===== config.mk =====
export PLATFORM = sky130hd
export DESIGN_NAME = preg_free_list_flat
export DESIGN_NICKNAME = d
export VERILOG_FILES = /design/src/rtl/preg_free_list_if.sv /design/src/rtl/preg_free_list.sv /design/src/flat_wrapper.sv
export SDC_FILE = /design/constraint.sdc
export NUM_CORES = 1
export LEC_CHECK = 0
export BUFFER_PORTS_ARGS = -buffer_cell sky130_fd_sc_hd__buf_2
export CAP_MARGIN = 20
export CORE_AREA = 3 3 202 204
export CTS_BUF_LIST = sky130_fd_sc_hd__clkbuf_2
export DETAILED_ROUTE_END_ITERATION = 8
export DIE_AREA = 0 0 205 207
export REMOVE_ABC_BUFFERS = 1
export SLEW_MARGIN = 25
export SYNTH_ARGS = -nofsm -noshare
export SYNTH_HDL_FRONTEND = slang
export SYNTH_SLANG_ARGS = --single-unit

===== constraint.sdc =====
create_clock -name clk_i -period 8.3 [get_ports clk_i]
set_input_delay 1.245 -clock clk_i [delete_from_list [all_inputs] [get_ports clk_i]]
set_output_delay 1.245 -clock clk_i [all_outputs]
set_load 0.02 [all_outputs]

===== src/rtl/preg_free_list_if.sv =====
// Rename/retire-side bundle of the physical-register free list.
// The slave side is the free list; the master side is rename plus ROB retire.
interface preg_free_list_if;
  logic       alloc_req;
  logic       alloc_valid;
  logic [5:0] alloc_preg;
  logic       stall;
  logic [1:0] rel_valid;
  logic [5:0] rel_preg0;
  logic [5:0] rel_preg1;
  logic       ready;
  logic [5:0] free_count;
  logic       err;

  modport master (
    output alloc_req, rel_valid, rel_preg0, rel_preg1,
    input  alloc_valid, alloc_preg, stall, ready, free_count, err
  );

  modport slave (
    input  alloc_req, rel_valid, rel_preg0, rel_preg1,
    output alloc_valid, alloc_preg, stall, ready, free_count, err
  );
endinterface


===== src/rtl/preg_free_list.sv =====
// Physical-register free list: a self-initialising FIFO of free IDs with one grant and up
// to two releases per cycle; a presence bitmap screens out double frees and drives err.
module preg_free_list (
  input  logic            clk_i,
  input  logic            rst_i,
  preg_free_list_if.slave bus
);
  localparam int unsigned FL_DEPTH  = 32;
  localparam logic [5:0]  AREG_BASE = 6'd32;
  localparam logic [5:0]  LAST_INIT = 6'd31;
  localparam logic [6:0]  CAPACITY  = 7'd32;

  typedef enum logic [0:0] {
    ST_INIT = 1'b0,
    ST_RUN  = 1'b1
  } state_e;

  state_e      state_q, state_d;
  logic [5:0]  fl_q [FL_DEPTH];
  logic [4:0]  head_q, head_d;
  logic [4:0]  tail_q, tail_d;
  logic [5:0]  count_q, count_d;
  logic [63:0] free_map_q, free_map_d;
  logic        err_q, err_d;

  logic        run_s;
  logic        alloc_valid_s;
  logic        grant_s;
  logic [5:0]  head_preg_s;
  logic        ok0_s, ok1_s;
  logic        bad_s;
  logic [1:0]  ok_n_s;
  logic        ovf_s;
  logic        acc0_s, acc1_s;
  logic [1:0]  acc_n_s;
  logic        wr0_en_s, wr1_en_s;
  logic [5:0]  wr0_data_s, wr1_data_s;
  logic [4:0]  wr1_idx_s;

  // Grant and release screening; p0 is never accepted and a same-cycle duplicate on port1 loses
  always_comb begin
    run_s         = (state_q == ST_RUN);
    alloc_valid_s = run_s && (count_q != 6'd0);
    grant_s       = bus.alloc_req && alloc_valid_s;
    head_preg_s   = fl_q[head_q];
    ok0_s = bus.rel_valid[0] && (bus.rel_preg0 != 6'd0) && !free_map_q[bus.rel_preg0];
    ok1_s = bus.rel_valid[1] && (bus.rel_preg1 != 6'd0) && !free_map_q[bus.rel_preg1]
            && !(bus.rel_valid[0] && (bus.rel_preg1 == bus.rel_preg0));
    bad_s = (bus.rel_valid[0] && (bus.rel_preg0 != 6'd0) && !ok0_s)
         || (bus.rel_valid[1] && (bus.rel_preg1 != 6'd0) && !ok1_s);
    ok_n_s    = {1'b0, ok0_s} + {1'b0, ok1_s};
    ovf_s     = ({1'b0, count_q} + {5'd0, ok_n_s}) > CAPACITY;
    acc0_s    = run_s && ok0_s && !ovf_s;
    acc1_s    = run_s && ok1_s && !ovf_s;
    acc_n_s   = {1'b0, acc0_s} + {1'b0, acc1_s};
    wr1_idx_s = tail_q + 5'd1;
  end

  // Next-state: INIT pushes NUM_AREG+k each cycle, RUN pops the head and appends accepted releases
  always_comb begin
    state_d    = state_q;
    head_d     = head_q;
    tail_d     = tail_q;
    count_d    = count_q;
    free_map_d = free_map_q;
    err_d      = err_q;
    wr0_en_s   = 1'b0;
    wr0_data_s = 6'd0;
    wr1_en_s   = 1'b0;
    wr1_data_s = 6'd0;
    case (state_q)
      ST_INIT: begin
        wr0_en_s   = 1'b1;
        wr0_data_s = AREG_BASE + count_q;
        tail_d     = tail_q + 5'd1;
        count_d    = count_q + 6'd1;
        if (bus.rel_valid != 2'b00) begin
          err_d = 1'b1;
        end else begin
          err_d = err_q;
        end
        if (count_q == LAST_INIT) begin
          state_d = ST_RUN;
        end else begin
          state_d = ST_INIT;
        end
      end
      ST_RUN: begin
        if (acc0_s) begin
          wr0_en_s   = 1'b1;
          wr0_data_s = bus.rel_preg0;
          wr1_en_s   = acc1_s;
          wr1_data_s = bus.rel_preg1;
        end else if (acc1_s) begin
          wr0_en_s   = 1'b1;
          wr0_data_s = bus.rel_preg1;
        end else begin
          wr0_en_s   = 1'b0;
        end
        head_d  = head_q + {4'd0, grant_s};
        tail_d  = tail_q + {3'd0, acc_n_s};
        count_d = count_q - {5'd0, grant_s} + {4'd0, acc_n_s};
        if (bad_s || ovf_s) begin
          err_d = 1'b1;
        end else begin
          err_d = err_q;
        end
        if (grant_s) begin
          free_map_d[head_preg_s] = 1'b0;
        end else begin
          free_map_d[head_preg_s] = free_map_q[head_preg_s];
        end
      end
      default: begin
        state_d = ST_INIT;
      end
    endcase
    if (wr0_en_s) begin
      free_map_d[wr0_data_s] = 1'b1;
    end else begin
      free_map_d[wr0_data_s] = free_map_d[wr0_data_s];
    end
    if (wr1_en_s) begin
      free_map_d[wr1_data_s] = 1'b1;
    end else begin
      free_map_d[wr1_data_s] = free_map_d[wr1_data_s];
    end
  end

  // Control registers; reset empties the list and restarts initialisation
  always_ff @(posedge clk_i) begin
    if (rst_i) begin
      state_q    <= ST_INIT;
      head_q     <= 5'd0;
      tail_q     <= 5'd0;
      count_q    <= 6'd0;
      free_map_q <= 64'd0;
      err_q      <= 1'b0;
    end else begin
      state_q    <= state_d;
      head_q     <= head_d;
      tail_q     <= tail_d;
      count_q    <= count_d;
      free_map_q <= free_map_d;
      err_q      <= err_d;
    end
  end

  // List storage needs no reset: every slot is rewritten during INIT before it can be read
  always_ff @(posedge clk_i) begin
    if (!rst_i && wr0_en_s) begin
      fl_q[tail_q] <= wr0_data_s;
    end
    if (!rst_i && wr1_en_s) begin
      fl_q[wr1_idx_s] <= wr1_data_s;
    end
  end

  // Grant is same-cycle, so alloc_valid/alloc_preg/stall are combinational from the head
  always_comb begin
    bus.alloc_valid = alloc_valid_s;
    if (alloc_valid_s) begin
      bus.alloc_preg = head_preg_s;
    end else begin
      bus.alloc_preg = 6'd0;
    end
    bus.stall      = bus.alloc_req && !grant_s;
    bus.ready      = run_s;
    bus.free_count = count_q;
    bus.err        = err_q;
  end
endmodule


===== src/flat_wrapper.sv =====
// flat-port wrapper written by rule: the top's interface ports become plain ports
module preg_free_list_flat 
  (clk_i, rst_i, bus_alloc_req, bus_rel_valid, bus_rel_preg0, bus_rel_preg1, bus_alloc_valid, bus_alloc_preg, bus_stall, bus_ready, bus_free_count, bus_err);
  preg_free_list_if bus_i ();
  input  logic clk_i;
  input  logic rst_i;
  input wire logic [$bits(bus_i.alloc_req)-1:0] bus_alloc_req;
  input wire logic [$bits(bus_i.rel_valid)-1:0] bus_rel_valid;
  input wire logic [$bits(bus_i.rel_preg0)-1:0] bus_rel_preg0;
  input wire logic [$bits(bus_i.rel_preg1)-1:0] bus_rel_preg1;
  output wire logic [$bits(bus_i.alloc_valid)-1:0] bus_alloc_valid;
  output wire logic [$bits(bus_i.alloc_preg)-1:0] bus_alloc_preg;
  output wire logic [$bits(bus_i.stall)-1:0] bus_stall;
  output wire logic [$bits(bus_i.ready)-1:0] bus_ready;
  output wire logic [$bits(bus_i.free_count)-1:0] bus_free_count;
  output wire logic [$bits(bus_i.err)-1:0] bus_err;
  assign bus_i.alloc_req = bus_alloc_req;
  assign bus_i.rel_valid = bus_rel_valid;
  assign bus_i.rel_preg0 = bus_rel_preg0;
  assign bus_i.rel_preg1 = bus_rel_preg1;
  assign bus_alloc_valid = bus_i.alloc_valid;
  assign bus_alloc_preg = bus_i.alloc_preg;
  assign bus_stall = bus_i.stall;
  assign bus_ready = bus_i.ready;
  assign bus_free_count = bus_i.free_count;
  assign bus_err = bus_i.err;
  preg_free_list u_core (.clk_i(clk_i), .rst_i(rst_i), .bus(bus_i));
endmodule

==> flow_summary.ini, run 1 <==
[die]
core_um2 = 39500
start_util = 0.492
die_h_um = 207
num_rows = 73
die_x_um = 205
ios = 33
die_area_um2 = 42400

[cells_and_area]
fill_cells = 3690
final_nets = 2162
area_delta_synth_final_pct = 8.84
final_cells = 2696
drive_gt1_frac = 0.190

[yosys]
synth_top_family_by_area = compound AO/OA/AOI/OAI gates
synth_top_area_share = 0.297
synthMuxAreaShare = 0.148
synth-seq-cells = 279
synth_edf_count = 192
ys_types = 101
synth_area_leader_cell = edfxtp_1
synth_compound_gate_area_share = 0.225
synthArstFlopShare = 0
synthCells = 2071
synth_xor_area_frac = 0.0113
syn_area_per_cell_um2 = 9.38
synthTopCellsByArea = edfxtp_1 30%, dfxtp_1 9.0%, mux2i_1 8.3%, o21ai_0 5.7%, mux4_2 5.6%
yosysSeqAreaShare = 0.386
syn_area_um2 = 19400
yosys_warnings = 0
yosys.area_share.adder = 0.0211
synth_flop_cell = edfxtp_1
synth_simple_gate_area_frac = 0.155

[critical_path]
path_buf_inv = 2
regToRegSetupSlack_ps = 1150
cp_slowest_cell = mux4_2
cp-start-kind = input pin
crit_required_ps = 9200
path_depth = 22
timing.rr.end = u_core.free_map_q[11]$_SDFF_PP0_
crit_family = compound AO/OA/AOI/OAI gates
crit_top_cell = o211ai_1
r2r-start = u_core.free_map_q[20]$_SDFF_PP0_
worstSetupEndpointType = register
ff2ff_path_depth = 22
cp.arrival_ps = 8220
path_cells = buf_2 > mux4_2 > o2111a_1 > o21ai_1 > o211ai_4 > fa_1 > and3b_1 > nand2_1 > a2111oi_1 > o31ai_2 > nor4_4 > and2_1 > a211o_1 > nand3_1 > nor2_1 > mux2i_1 > o221a_2 > o211ai_1 > a311oi_2 > o211ai_1 > buf_12 > o311a_1
max_stage_delay_ps = 560
crit_end = u_core.free_map_q[11]$_SDFF_PP0_
crit_path_start = bus_rel_preg0[0]
crit_type = input pin to register
path_max_fanout = 20

[global_route]
grt_pass1_vias = 17500
antenna_found_initial = 2
grt_pass1_wl_mm = 121
grt_overflow = 0
grt_start_max_net_pins = 52
grt_use_total = 0.386

[clock_network]
cts.sinks = 279
post_cts_resize_count = 0
cts_setup_buffers = 0
clk_path_buf_depth = 3
cts_made_buffers = 77
cts-hold-fix-buffers = 0
cts.clk_slew.worst_paths_ps = 110
htree_levels = 3
cts_tree = yes
insertion_delay_ps = 1050
cts_root_buf = clkbuf_2

[placed_design]
gp_congestion = 1.06
dp_cells = 2560
numPortBuffers = 32
place_hpwl_mm = 61.4

[timing]
timing.fmax_mhz = 136
finalHoldViolCount = 0
grt_setup_unrepaired = no
relSlewSlack = 0.282
drv_slew = 0
skew_ps = 96.7
period_minus_slack_ps = 7330
post-route-period-util = 0.883
fin_hold_ws_ps = 462
final-setup-viol-count = 0
worst_slew_pin_slew_ps = 1050

[route]
vias = 18600
drt-vias-per-instance = 6.88
avgRoutedWirePerCell_um = 31.2
drt_first_pass_iters = 6
drc_errors = 0
routed_wl_mm = 84.1
ant_nets = 0
drt-initial-drc-count = 2295

[job]
cap_viol_max_count = 0

[min_path]
min_from = u_core.bus.err$_SDFFE_PP0P_
hp-class = register to register

[power]
vdd_ir_drop_max_mv = 0.0834
p_leak_uw = 0.00738
power_density_nw_per_um2 = 137

[outcome]
status = finished, final reports clean
sequential cells by signal (all words and copies together) (netlist names), named ones only:
register               cells
u_core.free_map_q         64
u_core.bus.free_count      6
u_core.fl_q              192
u_core.bus.ready           1
u_core.tail_q              5
u_core.head_q              5
u_core.bus.err             1
worst min path at each step:
stage / cells after the start / endpoint / slack, ps
final: 2 / u_core.bus.err$_SDFFE_PP0P_ / 460
after global routing: 2 / u_core.bus.err$_SDFFE_PP0P_ / 470
after CTS: 2 / u_core.bus.err$_SDFFE_PP0P_ / 460
after detailed placement: 2 / u_core.bus.err$_SDFFE_PP0P_ / 440
after global placement: 2 / u_core.bus.err$_SDFFE_PP0P_ / 430
after floorplan: 2 / register / 480
stage by stage:
step	cell area (um^2)	utilization	setup slack [ps]	total power [uW]	TNS (ps)
2_1_floorplan	18500	-	-1370	1710	-37210
3_3_place_gp	20500	0.519	115	1870	0
3_5_place_dp	20500	0.519	89.4	1870	0
4_1_cts	21100	0.536	1190	2890	0
5_1_grt	21100	0.536	667	2980	0
6_report	21100	0.536	974	2890	0
routing by layer:
layer	GRT usage	part of all wire
met5	0.00691	0.00046
met4	0.273	0.083
met2	0.580	0.44
met3	0.0926	0.10
met1	0.487	0.37
cell usage in the layout (no fill, tap or decap), types with 19 or more instances in the layout:
cell type,Yosys,layout
mux2i_1,161,161
o311a_1,21,21
buf_2,20,31
o22ai_1,42,40
mux4_2,48,48
nor2_1,157,156
dfxtp_1,87,84
a211oi_1,33,33
nor3_1,46,41
a311oi_1,21,20
and2_1,19,19
o21ai_0,222,218
buf_4,12,129
nand2_1,173,173
clkbuf_2,0,110
a22oi_1,30,30
nand3_1,118,118
inv_1,33,33
a21oi_1,117,117
edfxtp_1,192,192
ha_1,28,28
tightest hold or removal path, cell delays in order (launching register included):
cell and delay [ps]:
dfxtp_1 330, inv_1 50, a21oi_1 50
logic make-up after synthesis:
group,Yosys count
xor gates and xnor gates,25
DFF,279
muxes,222
adders and majority gates,31
AOI/OAI and AO/OA,657
and+or+nand+nor,623
buffers and inverters,234
layout make-up:
class / instances / area [um^2] / share of cell area
multi-input cells: 1558 / 11000 / 0.520
flip-flops and latches: 279 / 7510 / 0.355
repair buffers: 162 / 1160 / 0.0550
well taps: 525 / 657 / 0.0311
clock buffers: 110 / 551 / 0.0260
inverters: 36 / 138 / 0.00651
clock inverters: 24 / 131 / 0.00621
diodes: 2 / 5.00 / 0.000237
synth_stat cells, types with 20 or more instances:
cell type and count:
a211oi_1 33, nor2_1 157, inv_1 33, clkbuf_1 133, nor3_1 46, edfxtp_1 192
o22ai_1 42, a311oi_1 21, mux4_2 48, buf_2 20, mux2i_1 161, nand2_1 173
o311a_1 21, a22oi_1 30, buf_1 24, nand3_1 118, o21ai_0 222, ha_1 28
a21oi_1 117, dfxtp_1 87
power breakdown:
part | switching, uW | internal, uW
clock | 641 | 387
sequential | 14.7 | 1490
combinational | 244 | 109
No activity file was read; power rests on OpenSTA's default activity.
==> run 2: changes to the inputs <==
--- a/config.mk
+++ b/config.mk
@@ -7,10 +7,10 @@
 export LEC_CHECK = 0
 export BUFFER_PORTS_ARGS = -buffer_cell sky130_fd_sc_hd__buf_2
 export CAP_MARGIN = 20
-export CORE_AREA = 3 3 202 204
+export CORE_AREA = 3 3 212 214
 export CTS_BUF_LIST = sky130_fd_sc_hd__clkbuf_2
 export DETAILED_ROUTE_END_ITERATION = 8
-export DIE_AREA = 0 0 205 207
+export DIE_AREA = 0 0 215 217
 export REMOVE_ABC_BUFFERS = 1
 export SLEW_MARGIN = 25
 export SYNTH_ARGS = -nofsm -noshare
==> run 2 against run 1 <==
  * Worst hold slack better by 37 ps
  * First-iteration DRC count increased by 32%
  * Non-clock buffer count grew 8
  * Via count up 1.8%
  * Critical path depth grew 3
  * Setup slack better by 87 ps
  * Clock skew grew 45 ps
  * Wire length increased by 4.4%
  * Clock-buffer cell count up 8
  * Clock power barely moved
  * Sequential share of layout area down 0.24 points
==> flow_summary.ini, run 2 (same netlist as run 1, synthesis figures left out) <==
[outcome]
status = finished, final reports clean

[critical_path]
cp.arrival_ps = 8220
path_max_fanout = 10
crit_type = input pin to register
worstSetupEndpointType = register
crit_path_start = bus_rel_preg0[1]
r2r-start = u_core.free_map_q[16]$_SDFF_PP0_
cp-start-kind = input pin
crit_required_ps = 9280

[placed_design]
gp_congestion = 1.12
placed_area_um2 = 20600
numPortBuffers = 32
dp_cells = 2628
place_hpwl_mm = 62.7

[power]
p_leak_uw = 0.00744
power_density_nw_per_um2 = 137
vdd_ir_drop_max_mv = 0.101

[min_path]
min_from = u_core.bus.err$_SDFFE_PP0P_
hp-class = register to register

[timing]
period_minus_slack_ps = 7240
timing.fmax_mhz = 138
worst_slew_pin_slew_ps = 1020
skew_ps = 142
drv_slew = 0
fin_hold_ws_ps = 499
final-setup-viol-count = 0
post-route-period-util = 0.872
relSlewSlack = 0.298
grt_setup_unrepaired = no
tns_ps = 0
finalHoldViolCount = 0

[route]
ant_nets = 0
drt-initial-drc-count = 3033
vias = 18900
routed_wl_mm = 87.8
avgRoutedWirePerCell_um = 31.6
drc_errors = 0
drt_first_pass_iters = 8
drt-vias-per-instance = 6.81

[clock_network]
cts_setup_buffers = 0
cts_tree = yes
cts-hold-fix-buffers = 0
cts_made_buffers = 77
insertion_delay_ps = 1110
clk_path_buf_depth = 3
post_cts_resize_count = 0
cts_root_buf = clkbuf_2
cts.clk_slew.worst_paths_ps = 110
cts.sinks = 279
htree_levels = 3

[die]
core_um2 = 43100
die_area_um2 = 46700
ios = 33
start_util = 0.451
die_x_um = 215
num_rows = 76
die_h_um = 217

[cells_and_area]
largest_reg_flops = 192
mostFrequentLayoutCells = 221 x o21ai_0, 192 x edfxtp_1, 173 x nand2_1
area_delta_synth_final_pct = 9.58
top_register = u_core.fl_q
final_cells = 2774
mostFrequentLayoutCell = o21ai_0
finish.utilization = 0.494
stdcell_area_um2 = 21300
drive_gt1_frac = 0.196
final_nets = 2170

[global_route]
grt_pass1_wl_mm = 125
grt_overflow = 0
grt_pass1_vias = 17900
antenna_found_initial = 4
grt_use_total = 0.367
grt_start_max_net_pins = 56

[job]
cap_viol_max_count = 0
[run 2: cell types whose count changed in the layout (fill, tap and decap cells not counted), moves of 2 or more]
cell and delta:
o21ai_1 -3, nor3_1 +2, o21ai_0 +3, clkbuf_2 +8, nor3_2 -2, buf_4 +9
clkinv_2 +2
[run 2: final timing paths]
check                                         end  slack (ps)  depth (start not counted)
setup / recovery  u_core.free_map_q[4]$_SDFF_PP0_        1060                         25
hold / removal        u_core.bus.err$_SDFFE_PP0P_         500                          2
setup reg to reg  u_core.free_map_q[4]$_SDFF_PP0_        1110                         25
hold reg to reg       u_core.bus.err$_SDFFE_PP0P_         500                          2
[run 2: area by class of cell]
type	count	area, um^2
fillers	4143	21800
multi-input cells	1558	11000
clock inverters	25	113
clock buffers	118	591
diodes	3	7.51
inverters	36	138
well taps	585	732
repair buffers	170	1210
flip-flops and latches	279	7510
[run 2: layer usage]
layer / vias up / track usage / wire, um
met4: 2 / 0.170 / 4630
met2: 1456 / 0.537 / 36400
met3: 302 / 0.125 / 12100
met1: 9068 / 0.491 / 34600
met5: - / 0 / 16
li1: 8059 / - / -
[run 2: critical path, stage by stage]
cell	delay, ps
buf_2	280
mux4_1	610
mux2_2	300
o31ai_4	230
o211ai_4	170
fa_1	420
inv_1	80
ha_1	170
nor3_1	60
a31oi_1	150
a2111oi_1	80
o31ai_2	620
nor4_4	50
buf_4	170
and3_1	230
a2bb2oi_2	210
buf_4	200
nor3_1	580
a21oi_1	170
a2111oi_0	480
buf_4	180
a41oi_1	150
a311o_2	520
or4b_4	610
o211a_1	220
[run 2: where the power goes]
part,switching (uW),internal [uW]
clock,647,383
sequential,16.9,1490
combinational,256,114
[run 2: metrics by stage]
step                      power [uW]  setup WS (ps)
after floorplan                 1710          -1370
after global placement          1890           60.5
after detailed placement        1890           72.5
after CTS                       2900           1220
after global routing            3010            678
final                           2910           1060
